$ cat config.mk
export PLATFORM = sky130hd
export DESIGN_NAME = parking_queue
export DESIGN_NICKNAME = d
export VERILOG_FILES = /design/src/rtl/parking_queue.sv
export SDC_FILE = /design/constraint.sdc
export NUM_CORES = 1
export LEC_CHECK = 0
export CAP_MARGIN = 40
export CORE_ASPECT_RATIO = 0.6
export CORE_MARGIN = 1
export CORE_UTILIZATION = 38
export CTS_BUF_LIST = sky130_fd_sc_hd__clkbuf_4 sky130_fd_sc_hd__clkbuf_8 sky130_fd_sc_hd__clkbuf_16
export CTS_CLUSTER_DIAMETER = 150
export DETAILED_ROUTE_END_ITERATION = 6
export SLEW_MARGIN = 25
export SYNTH_ARGS = -nofsm -noshare
export SYNTH_HDL_FRONTEND = slang
export SYNTH_SLANG_ARGS = --single-unit
$ cat constraint.sdc
create_clock -name clock -period 7.5 [get_ports clock]
set_input_delay 1.5 -clock clock [delete_from_list [all_inputs] [get_ports clock]]
set_output_delay 1.5 -clock clock [all_outputs]
set_load 0.05 [all_outputs]
$ cat src/rtl/parking_queue.sv
// rtl/parking_queue.sv - parking time-data FIFO with first-word-fall-through head and sticky error flags
module parking_queue #(
  parameter int WIDTH = 8,
  parameter int DEPTH = 8
) (
  input  logic                       clock,
  input  logic                       reset,
  input  logic                       enQ,
  input  logic [WIDTH-1:0]           data_Q,
  input  logic                       deq,
  input  logic                       clr_err,
  output logic [WIDTH-1:0]           q_data,
  output logic                       q_valid,
  output logic                       full,
  output logic                       empty,
  output logic [$clog2(DEPTH):0]     count,
  output logic                       overflow,
  output logic                       underflow
);

  localparam int AW = $clog2(DEPTH);
  localparam int CW = AW + 1;

  logic [WIDTH-1:0] mem_q [DEPTH];
  logic [AW-1:0]    wr_ptr_q, wr_ptr_d;
  logic [AW-1:0]    rd_ptr_q, rd_ptr_d;
  logic [CW-1:0]    count_q, count_d;
  logic             ovf_q, ovf_d;
  logic             udf_q, udf_d;

  logic full_w, empty_w, push_ok, pop_ok, ovf_evt, udf_evt;

  assign full_w  = (count_q == CW'(DEPTH));
  assign empty_w = (count_q == '0);

  // A full queue still takes a push when the same cycle pops, reusing the freed slot.
  assign push_ok = enQ && (!full_w || deq);
  assign pop_ok  = deq && !empty_w;
  assign ovf_evt = enQ && full_w && !deq;
  assign udf_evt = deq && empty_w;

  always_comb begin
    wr_ptr_d = wr_ptr_q;
    rd_ptr_d = rd_ptr_q;
    count_d  = count_q;
    if (push_ok) wr_ptr_d = wr_ptr_q + AW'(1);
    if (pop_ok)  rd_ptr_d = rd_ptr_q + AW'(1);
    case ({push_ok, pop_ok})
      2'b10:   count_d = count_q + CW'(1);
      2'b01:   count_d = count_q - CW'(1);
      default: count_d = count_q;
    endcase
    // An error on the same edge as clr_err wins so no event is lost.
    ovf_d = (clr_err ? 1'b0 : ovf_q) | ovf_evt;
    udf_d = (clr_err ? 1'b0 : udf_q) | udf_evt;
  end

  always_ff @(posedge clock or posedge reset) begin
    if (reset) begin
      wr_ptr_q <= '0;
      rd_ptr_q <= '0;
      count_q  <= '0;
      ovf_q    <= 1'b0;
      udf_q    <= 1'b0;
    end else begin
      wr_ptr_q <= wr_ptr_d;
      rd_ptr_q <= rd_ptr_d;
      count_q  <= count_d;
      ovf_q    <= ovf_d;
      udf_q    <= udf_d;
    end
  end

  always_ff @(posedge clock) begin
    if (push_ok && !reset) mem_q[wr_ptr_q] <= data_Q;
  end

  assign q_data    = empty_w ? '0 : mem_q[rd_ptr_q];
  assign q_valid   = !empty_w;
  assign full      = full_w;
  assign empty     = empty_w;
  assign count     = count_q;
  assign overflow  = ovf_q;
  assign underflow = udf_q;

endmodule

# == Word-level counts from Yosys, hierarchy flattened ==
# Memory sizes are Yosys's and may differ from the RTL's.
# Index checks and enable logic that the tools add are counted.
# totals
mem_count,1
reg_bits,12
ramBits,64
in_bits,13
elab_cells,34
# classes
mux,6
n_addsub,4
n_reduce_logical,13
n_bitwise,2
n_eq_ne,3
# mem_list
memory,words,word_bits,rd,rd_ports_with_merged_regs,write_ports,line_no,rtl
mem_q,8,8,1,0,1,24,logic [WIDTH-1:0] mem_q [DEPTH];
# ops
operator,count
$mux W8,1
$pmux W4 S2,1
$add A3 B1 Y3 const B,2
$logic_and A1 B1 Y1,6
$add A4 B1 Y4 const B,1
$eq A4 B4 Y1 const B,1
$logic_not A1 Y1,4
$logic_not A4 Y1,1
$mux W1,4
$sub A4 B1 Y4 const B,1
$eq A2 B1 Y1 const B,1
$eq A2 B2 Y1 const B,1
$or A1 B1 Y1,2
$reduce_bool A2 Y1,1
$logic_or A1 B1 Y1,1

# == Depth between registers and ports, before layout ==
# Gate-level depths: netlist of run 1.
# logic_depth
word_depth,7
depth_mapped,11
depth_no_buf,9

# == Least setup slack after synthesis of run 1 ==
# Ideal clock, no wire load.
# synth_timing
path_type,register to output
startpoint,"register count_q[1], in the netlist count[1]"
endpoint,output port q_data[6]
n_path_buf,2
path_slack_ns,3.499
t_required_ns,6.000
arrival_ns,2.501
path_stages_with_launch,7
cell_sequence,dfrtp_1 -> buf_6 -> or4_1 -> buf_2 -> inv_1 -> nor2_1 -> a22o_1
# synth_via
elab_chain_len,2
# synth_rtl
element,line_no,rtl
start: declaration,27,"logic [CW-1:0] count_q, count_d;"
start signal: assignment,68,count_q <= count_d;
$logic_not A4 Y1,34,assign empty_w = (count_q == '0);
named net empty,15,"output logic empty,"
$mux W8,78,assign q_data = empty_w ? '0 : mem_q[rd_ptr_q];
end: declaration,12,"output logic [WIDTH-1:0] q_data,"
# The timed path passes the listed nets, and every way through them passes these cells.

# == Worst setup path in the final report of run 1 ==
# layout_timing
startpoint,"register count_q[1], in the netlist count[1]"
endpoint,output port q_data[6]
# layout_via
elab_chain_len,2
# layout_rtl
element,line_no
$logic_not A4 Y1,34
$mux W8,78
# Every way passes these cells.

==> results of run 1 <==
## routing by layer
layer	track usage [%]	up-vias
met5	0	-
met1	21.8	863
met3	5.47	9
met4	5.00	0
li1	-	760
met2	22.7	41
## cell type report
type	instances	area [µm²]
Clock inverter	6	113
Multi-Input combinational cell	77	872
Tap cell	108	135
Sequential cell	76	2220
Inverter	9	33.8
Fill cell	682	3980
Timing Repair Buffer	37	355
Clock buffer	10	233
## stage by stage
step	worst slack [ns]	hold slack (ns)	power, W	cell area, µm²	std cells
final	3.19	0.506	0.00174	3970	323
after global routing	3.01	0.525	0.00181	3970	323
after CTS	3.12	0.507	0.00174	3940	321
after detailed placement	3.42	0.495	0.00125	3600	305
after global placement	3.35	0.485	0.00124	3550	300
after floorplan	3.50	0.467	0.00107	3160	172
## path summary, 6_finish.rpt
check,endpoint,slack (ns),depth (start not counted)
setup / recovery,q_data[6],3.19,5
min in group asynchronous,wr_ptr_q[1],1.65,2
setup reg to reg,count[3],4.38,6
hold reg to reg,rd_ptr_q[2],0.51,1
max in group asynchronous,rd_ptr_q[0],5.46,2
hold / removal,rd_ptr_q[2],0.51,1
## where the power goes
group	internal (W)	total, W	switching, W
registers	0.000518	0.000610	0.0000918
clock network	0.000329	0.000490	0.000161
logic	0.000280	0.000637	0.000357
## state kept, by name, summed over array words and instances (netlist names)
name	cells
overflow	1
mem_q	64
wr_ptr_q	3
rd_ptr_q	3
count	4
underflow	1
## cell families (layout without fill, tap and decap cells)
logic type,Yosys count,count (layout),synth area share [%]
adders and majority gates,5,5,1.98
AOI/OAI and AO/OA,19,19,5.12
and+or+nand+nor,26,26,4.68
xor gates and xnor gates,7,7,1.94
DFF,76,76,70.4
buffers and inverters,19,62,2.93
muxes,20,20,12.9
## critical path, stage by stage, from the launching register on
cell and delay [ns]:
dfrtp_1 0.50, or4_1 0.25, inv_1 0.10, nor2_1 0.56, a22o_1 0.27, clkdlybuf4s50_1 0.80
## placed cells by master, fill, tap and decap left out, types with 2 or more instances in the layout
cell type	count
or4_1	2
nor2_1	7
clkdlybuf4s50_1	29
clkinv_4	2
nand2_1	4
nor3_2	2
dfrtp_1	11
xnor2_1	6
mux2_2	2
buf_4	6
ha_1	5
nand3_1	2
o211ai_1	2
a22o_1	8
edfxtp_1	64
clkbuf_16	9
bufinv_16	3
mux4_2	16
inv_1	9
==> summary.md, run 1 <==
| Metric | Value |
|---|---|
| Vias per Instance | `5.18` |
| CTS Hold Buffers Added | `0` |
| CTS tree | `built` |
| Setup Buffers After CTS | `0` |
| CP required | `6.00 ns` |
| WL met3 | `301 µm` |
| Yosys top cell by area | `edfxtp_1` |
| Via count | `1673` |
| Startpoint Class | `flop` |
| Fin Clk Skew | `0.00644 ns` |
| EDFF count, synth | `64` |
| Worst VDD drop | `0.000138 V` |
| Area share of the largest cell type after synthesis | `60.9%` |
| Core area | `7950 µm²` |
| Mapped Nets | `190` |
| FMAX | `232 MHz` |
| Root Driver | `clkbuf_16` |
| Worst hold start | `rd_ptr_q[2]` |
| Power per Cell Area | `438 nW/µm²` |
| Critical Path Source | `count[1]` |
| Fin Setup TNS | `0 ns` |
| First-pass GRT wire length | `9.44 mm` |
| Sinks on Clock Net | `76` |
| Clk buf depth | `2` |
| Diodes inserted | `0` |
| Minimum clock period | `4.31 ns` |
| Ys flop type | `edfxtp_1` |
| Routability cong. | `0.709` |
| HPWL Detailed | `4.03 mm` |
| CP endpoint kind | `output pin` |
| Met1 WL | `2.93 mm` |
| Type of the most critical hold path | `reg -> reg` |
| Die Wd | `120 µm` |
| Resize count post-CTS | `0` |
| Layout cells sized above 1 | `24.2%` |
| Overall Global Routing Usage | `15.5%` |
| Router iterations before antenna repair | `4` |
| Syn. warnings | `0` |
| Max Cap Viol | `0` |
| Initial antenna violation count | `0` |
| Nets | `228` |
| Antenna-violating nets left | `0` |
| Vias in the first global route | `1672` |
| Mapped Area | `3160 µm²` |
| Status | `finished clean` |
| GRT overflow | `0` |
| CTS buffer count | `9` |
| I/O pin count | `30` |
| Post-synth ARST share | `15.8%` |
| Top cells by area, synth | `edfxtp_1, mux4_2, dfrtp_1, a22o_1, ha_1` |
| Rows | `25` |
| RSZ-0062 raised after global routing | `false` |
| Leak Pwr | `1.37 nW` |
| Worst-Margin Slew | `0.720 ns` |
| Worst-Skew Late Latency | `0.33 ns` |
| Met2 wire len | `2.69 mm` |
| Clk slew on worst S/H paths | `0.06 ns` |
| DRC violations left | `0` |
| Crit Path Class | `reg -> out` |
| Commonest cells post-synth | `edfxtp_1, mux4_2, dfrtp_1` |
| Initial Utilization | `39.7%` |
| Cell with the most instances after synthesis | `edfxtp_1` |
| # setup viols final | `0` |
| Final hold vios | `0` |
| Post-synthesis sequential area ratio | `70.4%` |
| Die H | `72.6 µm` |
| Area growth, synth to finish | `25.7%` |
| Synth Register Bits | `76` |
| Library cells used by synthesis | `38` |
| Wire per inst | `18.5 µm` |
| DRT iter0 DRCs | `100` |
| Die area | `8680 µm²` |
| Syn Area/Cell | `18.3 µm²` |
| Syn Inst Count | `172` |
| Critical path peak fanout | `9` |
| Final wirelength | `5.98 mm` |
| Post-layout util | `49.9%` |
| Slew Limit Fails | `0` |
| Worst r2r src | `count[0]` |
| PortBufs | `29` |
| Worst relative slew slack | `51.8%` |
| H-tree levels | `3` |
| Fin crit share | `57.5%` |
| Largest net degree at the start of global routing | `19` |
| Uppermost layer routed | `met4` |
| Crit path DAT | `2.81 ns` |
(Power assumes the default switching activity.)
==> run 2, diff against run 1 <==
==> constraint.sdc (replaced) <==
create_clock -name clock -period 4.2 [get_ports clock]
set_input_delay 0.84 -clock clock [delete_from_list [all_inputs] [get_ports clock]]
set_output_delay 0.84 -clock clock [all_outputs]
set_load 0.05 [all_outputs]
==> run 2 against run 1 <==
  * Die area is the same
  * Non-clock buffer count up 2
  * Sequential power up 75%
  * Setup slack worse by 2.7 ns
  * Utilization shrank 0.095 points
  * Critical path depth fell by 1
  * Sequential cell count unchanged
  * Global-route usage rose by 0.75 points
  * Critical path type unchanged
  * Critical endpoint is now q_data[7]
  * Largest cell class unchanged
==> summary.md, run 2 (synthesis gave the netlist of run 1 again) <==
| Metric | Value |
|---|---|
| Status | `finished clean` |
| Critical path peak fanout | `10 (+1)` |
| Max FFs per register | `64 (unchanged)` |
| Diodes inserted | `0 (unchanged)` |
| Worst Slack Setup Final | `0.520 ns (-2.67 ns)` |
| Leak Pwr | `1.37 nW (-0.22%)` |
| Core area | `7950 µm² (unchanged)` |
| Via count | `1652 (-1.3%)` |
| Fillers | `676 (-0.88%)` |
| Top reg by flops | `mem_q` |
| Area growth, synth to finish | `25.4%` |
| PortBufs | `29 (unchanged)` |
| Final hold vios | `0 (unchanged)` |
| Nets | `230 (+0.88%)` |
| Worst R2R Path Depth | `6 (unchanged)` |
| Worst relative slew slack | `45.8% (-6.0 points)` |
| Sinks on Clock Net | `76 (unchanged)` |
| Worst-Margin Slew | `0.813 ns (+0.0929 ns)` |
| CTS tree | `built` |
| Worst-Skew Late Latency | `0.34 ns (about the same)` |
| Psw | `0.00111 W (+82%)` |
| FMAX | `272 MHz` |
| GRT overflow | `0 (unchanged)` |
| Fin Clk Skew | `0.00468 ns (-0.00176 ns)` |
| # setup viols final | `0 (unchanged)` |
| CP endpoint kind | `output pin` |
| Comb power frac | `37.1% (+0.4 points)` |
| CTS buffer count | `9 (unchanged)` |
| Die area | `8680 µm² (unchanged)` |
| Pre-CTS WS | `0.844 ns (-2.58 ns)` |
| Largest net degree at the start of global routing | `19 (unchanged)` |
| Antenna-violating nets left | `0 (unchanged)` |
| I/O pin count | `30 (unchanged)` |
| Vias per Instance | `5.08 (-1.9%)` |
| CTS Hold Buffers Added | `0 (unchanged)` |
| Die Wd | `120 µm (unchanged)` |
| Layout cells sized above 1 | `23.5% (-0.68 points)` |
| Wire per inst | `19.2 µm (+3.6%)` |
| Initial Utilization | `39.7% (unchanged)` |
| Flop pwr share | `34.2% (-0.9 points)` |
| Router iterations before antenna repair | `4 (unchanged)` |
| Crit Path Class | `reg -> out` |
| Root Driver | `clkbuf_16` |
| Int Power | `0.00201 W (+79%)` |
| Clk slew on worst S/H paths | `0.06 ns (about the same)` |
| Fin Setup TNS | `0 ns (unchanged)` |
| WHS Path Cells | `1 (unchanged)` |
| Worst VDD drop | `0.000402 V (+190%)` |
| Startpoint Class | `flop` |
| First-pass GRT wire length | `9.72 mm (+2.9%)` |
| Rows | `25 (unchanged)` |
| Resize count post-CTS | `0 (unchanged)` |
| Slew Limit Fails | `0 (unchanged)` |
| Max Cap Viol | `0 (unchanged)` |
| Initial antenna violation count | `0 (unchanged)` |
| Die H | `72.6 µm (unchanged)` |
| RSZ-0062 raised after global routing | `false` |
| CP required | `3.36 ns (-2.64 ns)` |
| Overall Global Routing Usage | `16.3% (+0.75 points)` |
| DRC violations left | `0 (unchanged)` |
| Crit path DAT | `2.84 ns (+0.03 ns)` |
| Type of the most critical hold path | `reg -> reg` |
| H-tree levels | `3 (unchanged)` |
| Fin crit share | `87.6%` |
| Routability cong. | `0.742 (+4.7%)` |
| Commonest cells after routing, fill and taps aside | `edfxtp_1, clkdlybuf4s50_1, mux4_2` |
| Minimum clock period | `3.68 ns` |
| Commonest non-fill, non-tap cell in the layout | `edfxtp_1` |
| HPWL Detailed | `4.06 mm (+0.52%)` |
| Vias in the first global route | `1641 (-1.9%)` |
| Setup Buffers After CTS | `0 (unchanged)` |
| Clock network fraction of design power | `28.7% (+0.5 points)` |
| Clk buf depth | `2 (unchanged)` |
| DRT iter0 DRCs | `122 (+22%)` |
| Switching Share | `35.6% (+0.48 points)` |
| Final wirelength | `6.23 mm (+4.3%)` |
| Power per Cell Area | `789 nW/µm² (+80%)` |
-- run 2: power by group through the flow --
stage | combinational (W) | sequential [W] | clock, W
2_1_floorplan | 0.000825 | 0.00108 | 0
3_3_place_gp | 0.00116 | 0.00108 | 0
3_5_place_dp | 0.00117 | 0.00108 | 0
5_1_grt | 0.00123 | 0.00109 | 0.000942
4_1_cts | 0.00117 | 0.00107 | 0.000917
6_report | 0.00116 | 0.00107 | 0.000897
-- run 2: area by class of cell --
class / instances / area (µm²) / area share [%]
Clock buffer: 9 / 225 / 5.69
Clock inverter: 7 / 123 / 3.10
Inverter: 9 / 33.8 / 0.854
Multi-Input combinational cell: 77 / 853 / 21.6
Sequential cell: 76 / 2220 / 56.1
Tap cell: 108 / 135 / 3.41
Timing Repair Buffer: 39 / 365 / 9.23
-- run 2: layer usage --
layer,vias up,global-route usage [%],wire length (µm),part of all wire (%)
met5,-,0,0,0
met4,0,6.25,79,1.3
met3,10,6.64,366,5.9
met2,38,21.5,2540,41
met1,838,23.7,3250,52
li1,766,-,-,-
-- run 2: final timing paths --
path / startpoint / endpoint / slack, ns
max in group asynchronous: reset / rd_ptr_q[0] / 2.89
min: rd_ptr_q[2] / rd_ptr_q[2] / 0.50
max reg2reg: count[0] / count[3] / 1.19
min reg2reg: rd_ptr_q[2] / rd_ptr_q[2] / 0.50
max: rd_ptr_q[0] / q_data[7] / 0.52
min in group asynchronous: reset / wr_ptr_q[2] / 0.95
-- run 2: worst max-delay path: stages, from the launching register on --
cell	delay, ns
dfrtp_1	0.69
buf_4	0.34
mux4_2	0.53
a22o_1	0.24
clkdlybuf4s50_1	0.70
-- run 2: metrics by stage --
stage	util, %	std cells	hold slack (ns)	power, W	area [µm²]
4_1_cts	49.8	325	0.498	0.00316	3960
2_1_floorplan	-	172	0.467	0.00191	3160
6_report	49.8	325	0.500	0.00312	3960
3_5_place_dp	45.4	309	0.490	0.00225	3610
3_3_place_gp	45.3	308	0.494	0.00225	3600
5_1_grt	49.8	325	0.529	0.00326	3960
==> run 3, diff against run 2 <==
--- a/config.mk
+++ b/config.mk
@@ -7,7 +7,6 @@
 export LEC_CHECK = 0
 export CAP_MARGIN = 40
 export CORE_ASPECT_RATIO = 0.6
-export CORE_MARGIN = 1
 export CORE_UTILIZATION = 38
 export CTS_BUF_LIST = sky130_fd_sc_hd__clkbuf_4 sky130_fd_sc_hd__clkbuf_8 sky130_fd_sc_hd__clkbuf_16
 export CTS_CLUSTER_DIAMETER = 150
==> results of run 3 <==
Same layout as run 2: the final DEF is identical, and so are final timing and power.
